--- src/rtl/bq_ctrl_pkg.sv ---
// Shared types for the branch-queue controller: slot state, slot contents,
// and the PC / instruction-id / branch-prediction types used on its ports.
package bq_ctrl_pkg;

  localparam int NR_BQ_ENTRIES = 8;
  localparam int BQ_ID_W       = $clog2(NR_BQ_ENTRIES);
  localparam int PC_W          = 32;
  localparam int ID_W          = 4;

  typedef logic [PC_W-1:0]    pc_t;
  typedef logic [ID_W-1:0]    id_t;
  typedef logic [BQ_ID_W-1:0] bqid_t;

  // Prediction made at fetch: direction and predicted next PC.
  typedef struct packed {
    logic taken;
    pc_t  pcnext;
  } bp_t;

  typedef enum logic [1:0] {
    BQ_FREE     = 2'd0,
    BQ_PENDING  = 2'd1,
    BQ_RESOLVED = 2'd2
  } bq_state_e;

  typedef struct packed {
    bq_state_e state;
    pc_t       pc;
    id_t       id;
    bp_t       bp;
  } bq_entry_t;

endpackage

--- src/rtl/bq_ctrl_if.sv ---
// Decode push and pipeline squash bundles.
// Handshake: push is accepted at the rising edge when valid is high, full_o
// is low and no squash is in progress; bqid is the slot that would be
// allocated and is valid combinationally in the same cycle. Squash has no
// back-pressure: valid for one cycle means it takes effect at the next edge.
interface bq_push_if
  import bq_ctrl_pkg::*;
#(
  parameter int BQID_W = BQ_ID_W
) ();
  logic              valid;
  pc_t               pc;
  id_t               id;
  bp_t               bp;
  logic [BQID_W-1:0] bqid;

  modport master (output valid, output pc, output id, output bp, input  bqid);
  modport slave  (input  valid, input  pc, input  id, input  bp, output bqid);
endinterface

interface squash_if
  import bq_ctrl_pkg::*;
();
  logic valid;
  id_t  id;

  modport master (output valid, output id);
  modport slave  (input  valid, input  id);
endinterface

--- src/rtl/bq_age_cmp.sv ---
// Younger-than comparator on wrapping instruction ids: id is younger than
// pt_id when the signed difference (id - pt_id) is strictly positive.
module bq_age_cmp
  import bq_ctrl_pkg::*;
(
  input  id_t  id,
  input  id_t  pt_id,
  output logic younger
);
  logic signed [ID_W-1:0] diff;

  // Modular difference reinterpreted as signed handles id wrap-around.
  assign diff    = id - pt_id;
  assign younger = (diff > 0);
endmodule

--- src/rtl/bq_ctrl.sv ---
// Branch-queue controller: allocates slots to branches in program order,
// checks resolutions against the stored prediction, raises a registered
// mispredict request, retires in order and rolls back younger slots on squash.
module bq_ctrl
  import bq_ctrl_pkg::*;
#(
  parameter  int NR_ENTRIES = NR_BQ_ENTRIES,
  localparam int BQID_W     = $clog2(NR_ENTRIES)
) (
  input  logic              clk,
  input  logic              rst,
  bq_push_if.slave          bq_push_io,
  squash_if.slave           squash_io,
  output logic              full_o,
  output logic              empty_o,
  output logic [BQID_W:0]   count_o,
  input  logic              res_valid_i,
  input  logic [BQID_W-1:0] res_bqid_i,
  input  logic              res_taken_i,
  input  pc_t               res_target_i,
  input  logic              commit_valid_i,
  output logic              mp_valid_o,
  output id_t               mp_id_o,
  output pc_t               mp_pc_o,
  output logic              err_o
);
  localparam logic [BQID_W:0] FULL_CNT = (BQID_W+1)'(NR_ENTRIES);

  bq_entry_t         entries_q [NR_ENTRIES];
  logic [BQID_W-1:0] head_q, tail_q, head_nxt, sq_tail;
  logic [BQID_W:0]   count_q, count_nxt;
  logic              mp_valid_q, err_q;
  id_t               mp_id_q;
  pc_t               mp_pc_q;

  logic [NR_ENTRIES-1:0] younger;
  logic                  mp_younger, sq_hit;
  logic                  push_ok, commit_ok, res_live, mispredict, mp_set, err_set;
  bq_entry_t             head_ent, res_ent;

  // Per-slot age comparison against the squash point.
  for (genvar g = 0; g < NR_ENTRIES; g++) begin : g_age
    bq_age_cmp u_age (.id(entries_q[g].id), .pt_id(squash_io.id), .younger(younger[g]));
  end

  // Same comparison for the in-flight mispredict so a squash can cancel it.
  bq_age_cmp u_mp_age (.id(mp_id_q), .pt_id(squash_io.id), .younger(mp_younger));

  // Event qualification, mispredict detection and error sources.
  always_comb begin
    full_o     = (count_q == FULL_CNT);
    empty_o    = (count_q == '0);
    head_ent   = entries_q[head_q];
    res_ent    = entries_q[res_bqid_i];
    push_ok    = bq_push_io.valid && !full_o && !squash_io.valid;
    commit_ok  = commit_valid_i && !empty_o && (head_ent.state == BQ_RESOLVED);
    res_live   = res_valid_i && (res_ent.state != BQ_FREE);
    mispredict = (res_taken_i != res_ent.bp.taken) ||
                 (res_taken_i && (res_target_i != res_ent.bp.pcnext));
    mp_set     = res_live && mispredict && !(squash_io.valid && younger[res_bqid_i]);
    err_set    = (bq_push_io.valid && full_o && !squash_io.valid) ||
                 (commit_valid_i && !commit_ok) ||
                 (res_valid_i && (res_ent.state == BQ_FREE));
    head_nxt   = head_q + BQID_W'(commit_ok);
  end

  // Find the oldest allocated slot younger than the squash point; the tail rolls back there.
  always_comb begin
    sq_hit  = 1'b0;
    sq_tail = tail_q;
    for (int i = 0; i < NR_ENTRIES; i++) begin
      logic [BQID_W-1:0] idx;
      idx = head_q + BQID_W'(i);
      if (!sq_hit && ((BQID_W+1)'(i) < count_q) &&
          (entries_q[idx].state != BQ_FREE) && younger[idx]) begin
        sq_hit  = 1'b1;
        sq_tail = idx;
      end
    end
  end

  // Occupancy: recomputed from the pointers after a rollback, else incremental.
  always_comb begin
    if (squash_io.valid && sq_hit) count_nxt = {1'b0, sq_tail - head_nxt};
    else count_nxt = count_q + (BQID_W+1)'(push_ok) - (BQID_W+1)'(commit_ok);
  end

  // Queue state; later writes win, giving squash > commit > resolve > push.
  always_ff @(posedge clk or posedge rst) begin
    if (rst) begin
      head_q     <= '0;
      tail_q     <= '0;
      count_q    <= '0;
      mp_valid_q <= 1'b0;
      mp_id_q    <= '0;
      mp_pc_q    <= '0;
      err_q      <= 1'b0;
      for (int i = 0; i < NR_ENTRIES; i++) entries_q[i] <= '{state: BQ_FREE, default: '0};
    end else begin
      head_q     <= head_nxt;
      tail_q     <= squash_io.valid ? sq_tail : tail_q + BQID_W'(push_ok);
      count_q    <= count_nxt;
      err_q      <= err_q | err_set;
      mp_valid_q <= mp_set;
      if (mp_set) begin
        mp_id_q <= res_ent.id;
        mp_pc_q <= res_taken_i ? res_target_i : res_ent.pc + 32'd4;
      end
      if (push_ok)
        entries_q[tail_q] <= '{state: BQ_PENDING, pc: bq_push_io.pc,
                               id: bq_push_io.id, bp: bq_push_io.bp};
      if (res_live) entries_q[res_bqid_i].state <= BQ_RESOLVED;
      if (commit_ok) entries_q[head_q].state <= BQ_FREE;
      if (squash_io.valid)
        for (int i = 0; i < NR_ENTRIES; i++)
          if (younger[i]) entries_q[i].state <= BQ_FREE;
    end
  end

  assign bq_push_io.bqid = tail_q;
  assign count_o         = count_q;
  assign mp_valid_o      = mp_valid_q && !(squash_io.valid && mp_younger);
  assign mp_id_o         = mp_id_q;
  assign mp_pc_o         = mp_pc_q;
  assign err_o           = err_q;
endmodule

--- src/flat_wrapper.sv ---
// flat-port wrapper written by rule: the top's interface ports become plain ports
module bq_ctrl_flat import bq_ctrl_pkg::*;
#(
  parameter  int NR_ENTRIES = NR_BQ_ENTRIES,
  localparam int BQID_W     = $clog2(NR_ENTRIES)
)
  (clk, rst, full_o, empty_o, count_o, res_valid_i, res_bqid_i, res_taken_i, res_target_i, commit_valid_i, mp_valid_o, mp_id_o, mp_pc_o, err_o, bq_push_io_valid, bq_push_io_pc, bq_push_io_id, bq_push_io_bp, bq_push_io_bqid, squash_io_valid, squash_io_id);
  bq_push_if #(.BQID_W(3)) bq_push_io_i ();
  squash_if squash_io_i ();
  input  logic clk;
  input  logic rst;
  output logic full_o;
  output logic empty_o;
  output logic [BQID_W:0] count_o;
  input  logic res_valid_i;
  input  logic [BQID_W-1:0] res_bqid_i;
  input  logic res_taken_i;
  input  pc_t res_target_i;
  input  logic commit_valid_i;
  output logic mp_valid_o;
  output id_t mp_id_o;
  output pc_t mp_pc_o;
  output logic err_o;
  input wire logic [$bits(bq_push_io_i.valid)-1:0] bq_push_io_valid;
  input wire logic [$bits(bq_push_io_i.pc)-1:0] bq_push_io_pc;
  input wire logic [$bits(bq_push_io_i.id)-1:0] bq_push_io_id;
  input wire logic [$bits(bq_push_io_i.bp)-1:0] bq_push_io_bp;
  output wire logic [$bits(bq_push_io_i.bqid)-1:0] bq_push_io_bqid;
  input wire logic [$bits(squash_io_i.valid)-1:0] squash_io_valid;
  input wire logic [$bits(squash_io_i.id)-1:0] squash_io_id;
  assign bq_push_io_i.valid = bq_push_io_valid;
  assign bq_push_io_i.pc = bq_push_io_pc;
  assign bq_push_io_i.id = bq_push_io_id;
  assign bq_push_io_i.bp = bq_push_io_bp;
  assign bq_push_io_bqid = bq_push_io_i.bqid;
  assign squash_io_i.valid = squash_io_valid;
  assign squash_io_i.id = squash_io_id;
  bq_ctrl #(.NR_ENTRIES(NR_ENTRIES)) u_core (.clk(clk), .rst(rst), .bq_push_io(bq_push_io_i), .squash_io(squash_io_i), .full_o(full_o), .empty_o(empty_o), .count_o(count_o), .res_valid_i(res_valid_i), .res_bqid_i(res_bqid_i), .res_taken_i(res_taken_i), .res_target_i(res_target_i), .commit_valid_i(commit_valid_i), .mp_valid_o(mp_valid_o), .mp_id_o(mp_id_o), .mp_pc_o(mp_pc_o), .err_o(err_o));
endmodule
--- config.mk ---
export PLATFORM = sky130hd
export DESIGN_NAME = bq_ctrl_flat
export DESIGN_NICKNAME = d
export VERILOG_FILES = /design/src/rtl/bq_ctrl_pkg.sv /design/src/rtl/bq_ctrl_if.sv /design/src/rtl/bq_age_cmp.sv /design/src/rtl/bq_ctrl.sv /design/src/flat_wrapper.sv
export SDC_FILE = /design/constraint.sdc
export NUM_CORES = 1
export LEC_CHECK = 0
export ABC_AREA = 1
export CORE_ASPECT_RATIO = 1.1
export CORE_UTILIZATION = 54
export CTS_CLUSTER_DIAMETER = 120
export CTS_CLUSTER_SIZE = 30
export DETAILED_ROUTE_END_ITERATION = 10
export PLACE_DENSITY_LB_ADDON = 0.25
export SLEW_MARGIN = 20
export SYNTH_ARGS = -nofsm -noshare
export SYNTH_HDL_FRONTEND = slang
export SYNTH_HIERARCHICAL = 1
export SYNTH_SLANG_ARGS = --single-unit
--- constraint.sdc ---
create_clock -name clk -period 52.5 [get_ports clk]
set_input_delay 7.875 -clock clk [delete_from_list [all_inputs] [get_ports clk]]
set_output_delay 7.875 -clock clk [all_outputs]
set_load 0.05 [all_outputs]
==> results.txt, run 1 <==
status -> completed
Die Ht -> 251 µm
HPWL after DPL -> 56800 µm
GRT Total Usage -> 31.4%
via count -> 26000
initial antenna violation count -> 3
fin nets -> 3954
Vias per Instance -> 5.73
CTS Sinks -> 616
CTS clk-pin slew, worst paths -> 0.11 ns
number of diodes -> 0
row count -> 91
crit-path max cell delay -> 0.86 ns
Max Fanout on Critical Path -> 9
Crit path buffers/inverters -> 3
Mapped Nets -> 3942
largest net degree at the start of global routing -> 175
Crit. End Element -> primary output
Worst EP arrival -> 10.69 ns
CTS max path bufs -> 3
DRC viols -> 0
first-pass GRT wire length -> 141000 µm
Hold Path Stages -> 2
post-layout worst setup margin -> 33.94 ns
PD cells -> 53.4 mW/mm²
Num CTS Buffers -> 24
CTS tree -> yes
Synth Warn # -> 6
Internal -> 1.03 mW
share of cells above drive strength 1 -> 3.04%
Synth cell types -> 54
ANT nets after route -> 0
Worst Hold End -> u_core/mp_pc_o[15]
crit path time final -> 18.56 ns
maximum VDD drop -> 0.0276 mV
Final TNS setup -> 0 ns
Initial Util -> 54.6%
GRT overflow -> 0
r2r setup slk -> 46.98 ns
CTS-repair resized insts -> 0
# H-tree levels -> 1
reg2reg end -> u_core/count_o[2]
number of iterations in the first detailed-routing pass -> 6
asr flop ratio synth -> 100%
part of the power in the clock network -> 13.1%
I/O Buffers -> 161
Root Driver -> clkbuf_16
Critical Path RT -> 44.62 ns
DR WL/cell -> 19.9 µm
worst r2r src -> u_core/head_q[1]
num ports -> 162
gpl congestion -> 0.975
# setup viols final -> 0
crit path cell chain -> clkdlybuf4s50_1 -> ha_1 -> inv_1 -> fa_1 -> xnor2_1 -> nand2_1 -> nand2_1 -> nor2_1 -> a21boi_0 -> clkdlybuf4s50_1
final hold vios -> 0
dpl ws -> 33.88 ns
final wirelength -> 90100 µm
crit start category -> input port
Worst path top cell family by delay -> buffers and inverters
Worst Reg-to-Reg Cells -> 23
clk_skew -> 0.0212 ns
Switch Pwr -> 733 µW
Post-synth EDFFs -> 0
Final period util -> 35.4%
RSZ-0062 raised after global routing -> false
Area growth, synth to finish -> 8.25%
Avg Inst Size Synth -> 8.09 µm²
slowest CP cell -> clkdlybuf4s50_1
Synth Flop Type -> dfrtp_1
Mapped Cells -> 3770
Fmax achieved -> 53.9 MHz
chip width -> 229 µm
vias in the first global route -> 24000
sequential power share -> 46.3%
static leakage -> 16.0 nW
fin. max-slew vios -> 0
Max Cap Violations -> 0
Core Box Area -> 0.0559 mm²
clock latency on the worst-skew pair -> 0.61 ns
Least-Margin Pin Slew -> 1.11 ns
crit path kind -> input port to primary output
Post-Syn Area -> 0.0305 mm²
combinational group share of total power -> 40.5%
postcts setup bufs -> 0
worst hold-check path type -> flip-flop to flip-flop
1st-iter DRT viols -> 2910
Hold Crit Start -> u_core/mp_pc_o[15]
post-synthesis sequential area ratio -> 50.5%
register bit count reported by yosys -> 616
die area -> 0.0575 mm²
Relative slew margins -> 25.7%
Hold Buf Count CTS -> 0
switching part of the total -> 41.6%
[power by group through the flow]
stage               Sequential, mW  Clock, mW  Combinational (mW)
detailed placement           0.823          0               0.709
global route                 0.842      0.251               0.815
finish                       0.817      0.232               0.714
floorplan                    0.841          0               0.486
CTS                          0.814      0.237               0.711
global placement             0.817          0               0.691
[how the worst max path moves through the flow]
| stage | startpoint | endpoint | cells after the start |
|---|---|---|---|
| finish | squash_io_id[0] | mp_valid_o | 10 |
| detailed placement | squash_io_id[0] | mp_valid_o | 10 |
| CTS | squash_io_id[0] | mp_valid_o | 10 |
| global placement | squash_io_id[0] | mp_valid_o | 10 |
| global route | squash_io_id[0] | mp_valid_o | 10 |
| floorplan | rst | async pin | 1 |
[worst min-delay path: cells and delay by family (launching register included)]
family / cells / cell delay, ns
flops: 1 / 0.36
simple gates: 2 / 0.11
[cells by family after synthesis]
family	count (synthesis)	share of synthesized area (%)
AOI/OAI and AO/OA	851	16.4
and+or+nand+nor	1722	22.7
buffers and inverters	487	6.74
DFF	616	50.5
xor gates and xnor gates	37	1.06
adders and majority gates	57	2.61
[synth_stat cells (16+ instances only)]
master	number	share of area [%]
inv_1	271	3.3
o21ai_0	614	10
buf_6	18	0.66
a21oi_1	38	0.62
nor2_1	144	1.8
nand3_1	97	1.6
buf_2	36	0.59
dfrtp_1	616	51
ha_1	46	1.9
xnor2_1	20	0.57
a221oi_1	62	1.8
a22oi_1	47	1.2
a221oi_2	16	0.79
and3_1	21	0.43
xor2_1	17	0.49
nand2_1	1382	17
a22o_1	37	1.1
nand4_1	41	0.84
clkbuf_1	128	1.6
[cell usage in the layout, fill, tap and decap left out, types with 7 or more instances in the layout]
cell type and instances:
nand2_1 1379, dfrtp_1 616, o21ai_0 614, inv_1 270, clkdlybuf4s50_1 161, nor2_1 144
nand3_1 95, a221oi_1 62, a22oi_1 47, ha_1 46, nand4_1 41, a21oi_1 38
a22o_1 37, buf_4 26, clkbuf_16 25, and3_1 21, xnor2_1 20, xor2_1 17
a221oi_2 16, fa_1 11, nor2_4 7, o21ai_1 7, nand3b_1 7
[per-stage QoR]
stage | util [%] | cell area (µm²) | hold WS [ns] | cells | total power [mW]
after floorplan | - | 30500 | 0.453 | 3770 | 1.33
after detailed placement | 57.9 | 32400 | 0.464 | 4500 | 1.53
after global placement | 57.9 | 32400 | 0.465 | 4500 | 1.51
after CTS | 59.1 | 33000 | 0.493 | 4528 | 1.76
after global routing | 59.1 | 33000 | 0.513 | 4528 | 1.91
final | 59.1 | 33000 | 0.491 | 4528 | 1.76
[area by class of cell]
class	instances	area [µm²]
flip-flops and latches	616	15400
repair buffers	190	1870
clock buffers	25	626
fillers	5065	22900
inverters	283	1080
multi-input cells	2667	13100
well taps	744	931
clock inverters	3	21.3
[per-layer routing]
metal	global-route usage (%)	wire length, µm	up-vias
met5	0	34	-
met4	10.9	3240	6
met3	3.70	6760	160
met2	50.0	41300	1024
met1	44.6	38800	12500
li1	-	-	12300
(Power assumes the default switching activity.)
==> run 2, diff against run 1 <==
- clock period: 52.5 -> 18 ns (I/O delays scaled with it)
==> run 2 against run 1 <==
  * Total power grew to 2.9 times the previous value
  * Hold slack got worse by 0.00077 ns
  * Combinational power increased to 2.9 times the previous value
  * Die area did not move
  * Highest routed layer is now met4
  * Largest power group unchanged
  * Register-to-register slack worse by 34 ns
==> results.txt, run 2 (synthesized netlist as in run 1, its figures left out) <==
status -> completed
share of cells above drive strength 1 -> 3.04% (unchanged)
fin nets -> 3955 (+0.025%)
CTS max path bufs -> 3 (unchanged)
post-layout worst setup margin -> 9.83 ns (-24.10 ns)
Crit. End Element -> primary output
dpl ws -> 9.77 ns (-24.11 ns)
row count -> 91 (unchanged)
Least-Margin Pin Slew -> 1.09 ns (-0.0233 ns)
CTS clk-pin slew, worst paths -> 0.11 ns (about the same)
DRC viols -> 0 (unchanged)
most frequent cells in the layout -> 1379 x nand2_1, 616 x dfrtp_1, 614 x o21ai_0
final hold vios -> 0 (unchanged)
reg2reg end -> u_core/count_o[2]
largest net degree at the start of global routing -> 172 (-1.7%)
Fmax achieved -> 122 MHz
num ports -> 162 (unchanged)
CTS tree -> yes
static leakage -> 16.0 nW (about the same)
Critical Path RT -> 15.30 ns (-29.32 ns)
Hold Path Stages -> 2 (unchanged)
RSZ-0062 raised after global routing -> false
crit path kind -> input port to primary output
Hold Crit Start -> u_core/mp_pc_o[31]
initial antenna violation count -> 2 (-1)
crit start category -> input port
Die Ht -> 251 µm (unchanged)
1st-iter DRT viols -> 2999 (+3.1%)
worst r2r src -> u_core/head_q[1]
slowest CP cell -> clkdlybuf4s50_1
PD cells -> 156 mW/mm² (+190%)
final wirelength -> 91300 µm (+1.3%)
Area growth, synth to finish -> 8.21% (about the same)
Worst EP arrival -> 5.47 ns (-5.22 ns)
GRT Total Usage -> 32.1% (+0.65 points)
maximum VDD drop -> 0.0732 mV (+170%)
Num CTS Buffers -> 24 (unchanged)
postcts setup bufs -> 0 (unchanged)
clk_skew -> 0.0213 ns (+0.0000714 ns)
# setup viols final -> 0 (unchanged)
placed cell area -> 0.0324 mm² (about the same)
Hold Buf Count CTS -> 0 (unchanged)
Max Cap Violations -> 0 (unchanged)
Vias per Instance -> 5.72 (-0.20%)
r2r setup slk -> 12.52 ns (-34.46 ns)
Worst Hold End -> u_core/mp_pc_o[31]
Non-Filler Cell Area, Final -> 0.0330 mm² (about the same)
gpl congestion -> 1.01 (+4.0%)
Final TNS setup -> 0 ns (unchanged)
GRT Max-Usage Layer -> met2
clock latency on the worst-skew pair -> 0.61 ns (about the same)
Initial Util -> 54.6% (unchanged)
Crit path buffers/inverters -> 3 (unchanged)
Root Driver -> clkbuf_16
first-pass GRT wire length -> 144000 µm (+2.1%)
ANT nets after route -> 0 (unchanged)
Worst path top cell family by delay -> buffers and inverters
crit path cell chain -> clkdlybuf4s50_1 -> ha_1 -> inv_1 -> fa_1 -> nor2_1 -> nand2_1 -> nand2_1 -> nor2_1 -> a21boi_0 -> clkdlybuf4s50_1
Relative slew margins -> 27.4% (+1.7 points)
Core Box Area -> 0.0559 mm² (unchanged)
die area -> 0.0575 mm² (unchanged)
fin. max-slew vios -> 0 (unchanged)
Final period util -> 45.4%
Worst Reg-to-Reg Cells -> 23 (unchanged)
commonest non-fill, non-tap cell in the layout -> nand2_1
DR WL/cell -> 20.2 µm (+1.2%)
met1 Resource Use GR -> 44.4% (-0.16 points)
crit-path max cell delay -> 0.85 ns (about the same)
chip width -> 229 µm (unchanged)
Design Power -> 5.16 mW (+190%)
worst hold-check path type -> flip-flop to flip-flop
via count -> 25900 (-0.18%)
final core utilization -> 59.1% (about the same)
number of iterations in the first detailed-routing pass -> 6 (unchanged)
Max Fanout on Critical Path -> 9 (unchanged)
CTS-repair resized insts -> 0 (unchanged)
HPWL after DPL -> 58100 µm (+2.3%)
GRT overflow -> 0 (unchanged)
vias in the first global route -> 24600 (+2.4%)
I/O Buffers -> 161 (unchanged)
crit path time final -> 8.17 ns
GR Util met2 -> 51.7% (+1.7 points)
CTS Sinks -> 616 (unchanged)
global routing usage on met3 -> 3.87% (+0.17 points)
# H-tree levels -> 1 (unchanged)
[run 2: area by class of cell]
cell class | instances | area [µm²]
fill | 5128 | 22900
sequential | 616 | 15400
multi-input combinational | 2667 | 13100
timing repair buffer | 191 | 1860
inverter | 283 | 1070
tap | 744 | 931
clock buffer | 25 | 626
clock inverter | 2 | 21.3
antenna | 1 | 2.50
[run 2: worst register-to-register path, delay by kind of cell, from the launching register on]
family | cells | cell delay (ns)
AOI/OAI and AO/OA | 2 | 0.33
and+or+nand+nor | 12 | 1.61
buffers and inverters | 5 | 1.21
xor gates and xnor gates | 1 | 0.24
DFF | 1 | 0.73
adders and majority gates | 3 | 1.31
[run 2: how the worst max path moves through the flow]
| stage | startpoint | end | slack [ns] | cells past startpoint |
|---|---|---|---|---|
| floorplan | rst | async pin | 6.89 | 1 |
| global placement | squash_io_id[0] | mp_valid_o | 9.78 | 10 |
| detailed placement | squash_io_id[0] | mp_valid_o | 9.77 | 10 |
| CTS | squash_io_id[0] | mp_valid_o | 9.77 | 10 |
| global route | squash_io_id[0] | mp_valid_o | 9.61 | 10 |
| finish | squash_io_id[0] | mp_valid_o | 9.83 | 10 |
[run 2: metrics by stage]
stage	hold slack (ns)	instances
5_1_grt	0.508	4528
6_report	0.491	4529
2_1_floorplan	0.453	3770
3_3_place_gp	0.465	4501
3_5_place_dp	0.467	4501
4_1_cts	0.496	4528
[run 2: power by group]
| part | leakage, nW | internal, mW | switching [mW] |
|---|---|---|---|
| clock network | 0.319 | 0.253 | 0.419 |
| logic | 7.80 | 0.756 | 1.34 |
| registers | 7.89 | 2.00 | 0.390 |
[run 2: metal layers]
metal  wire length, µm  vias up
met5                 0        -
met1             38700    12400
met3              6620      171
met2             42300     1019
met4              3630        0
li1                  -    12300
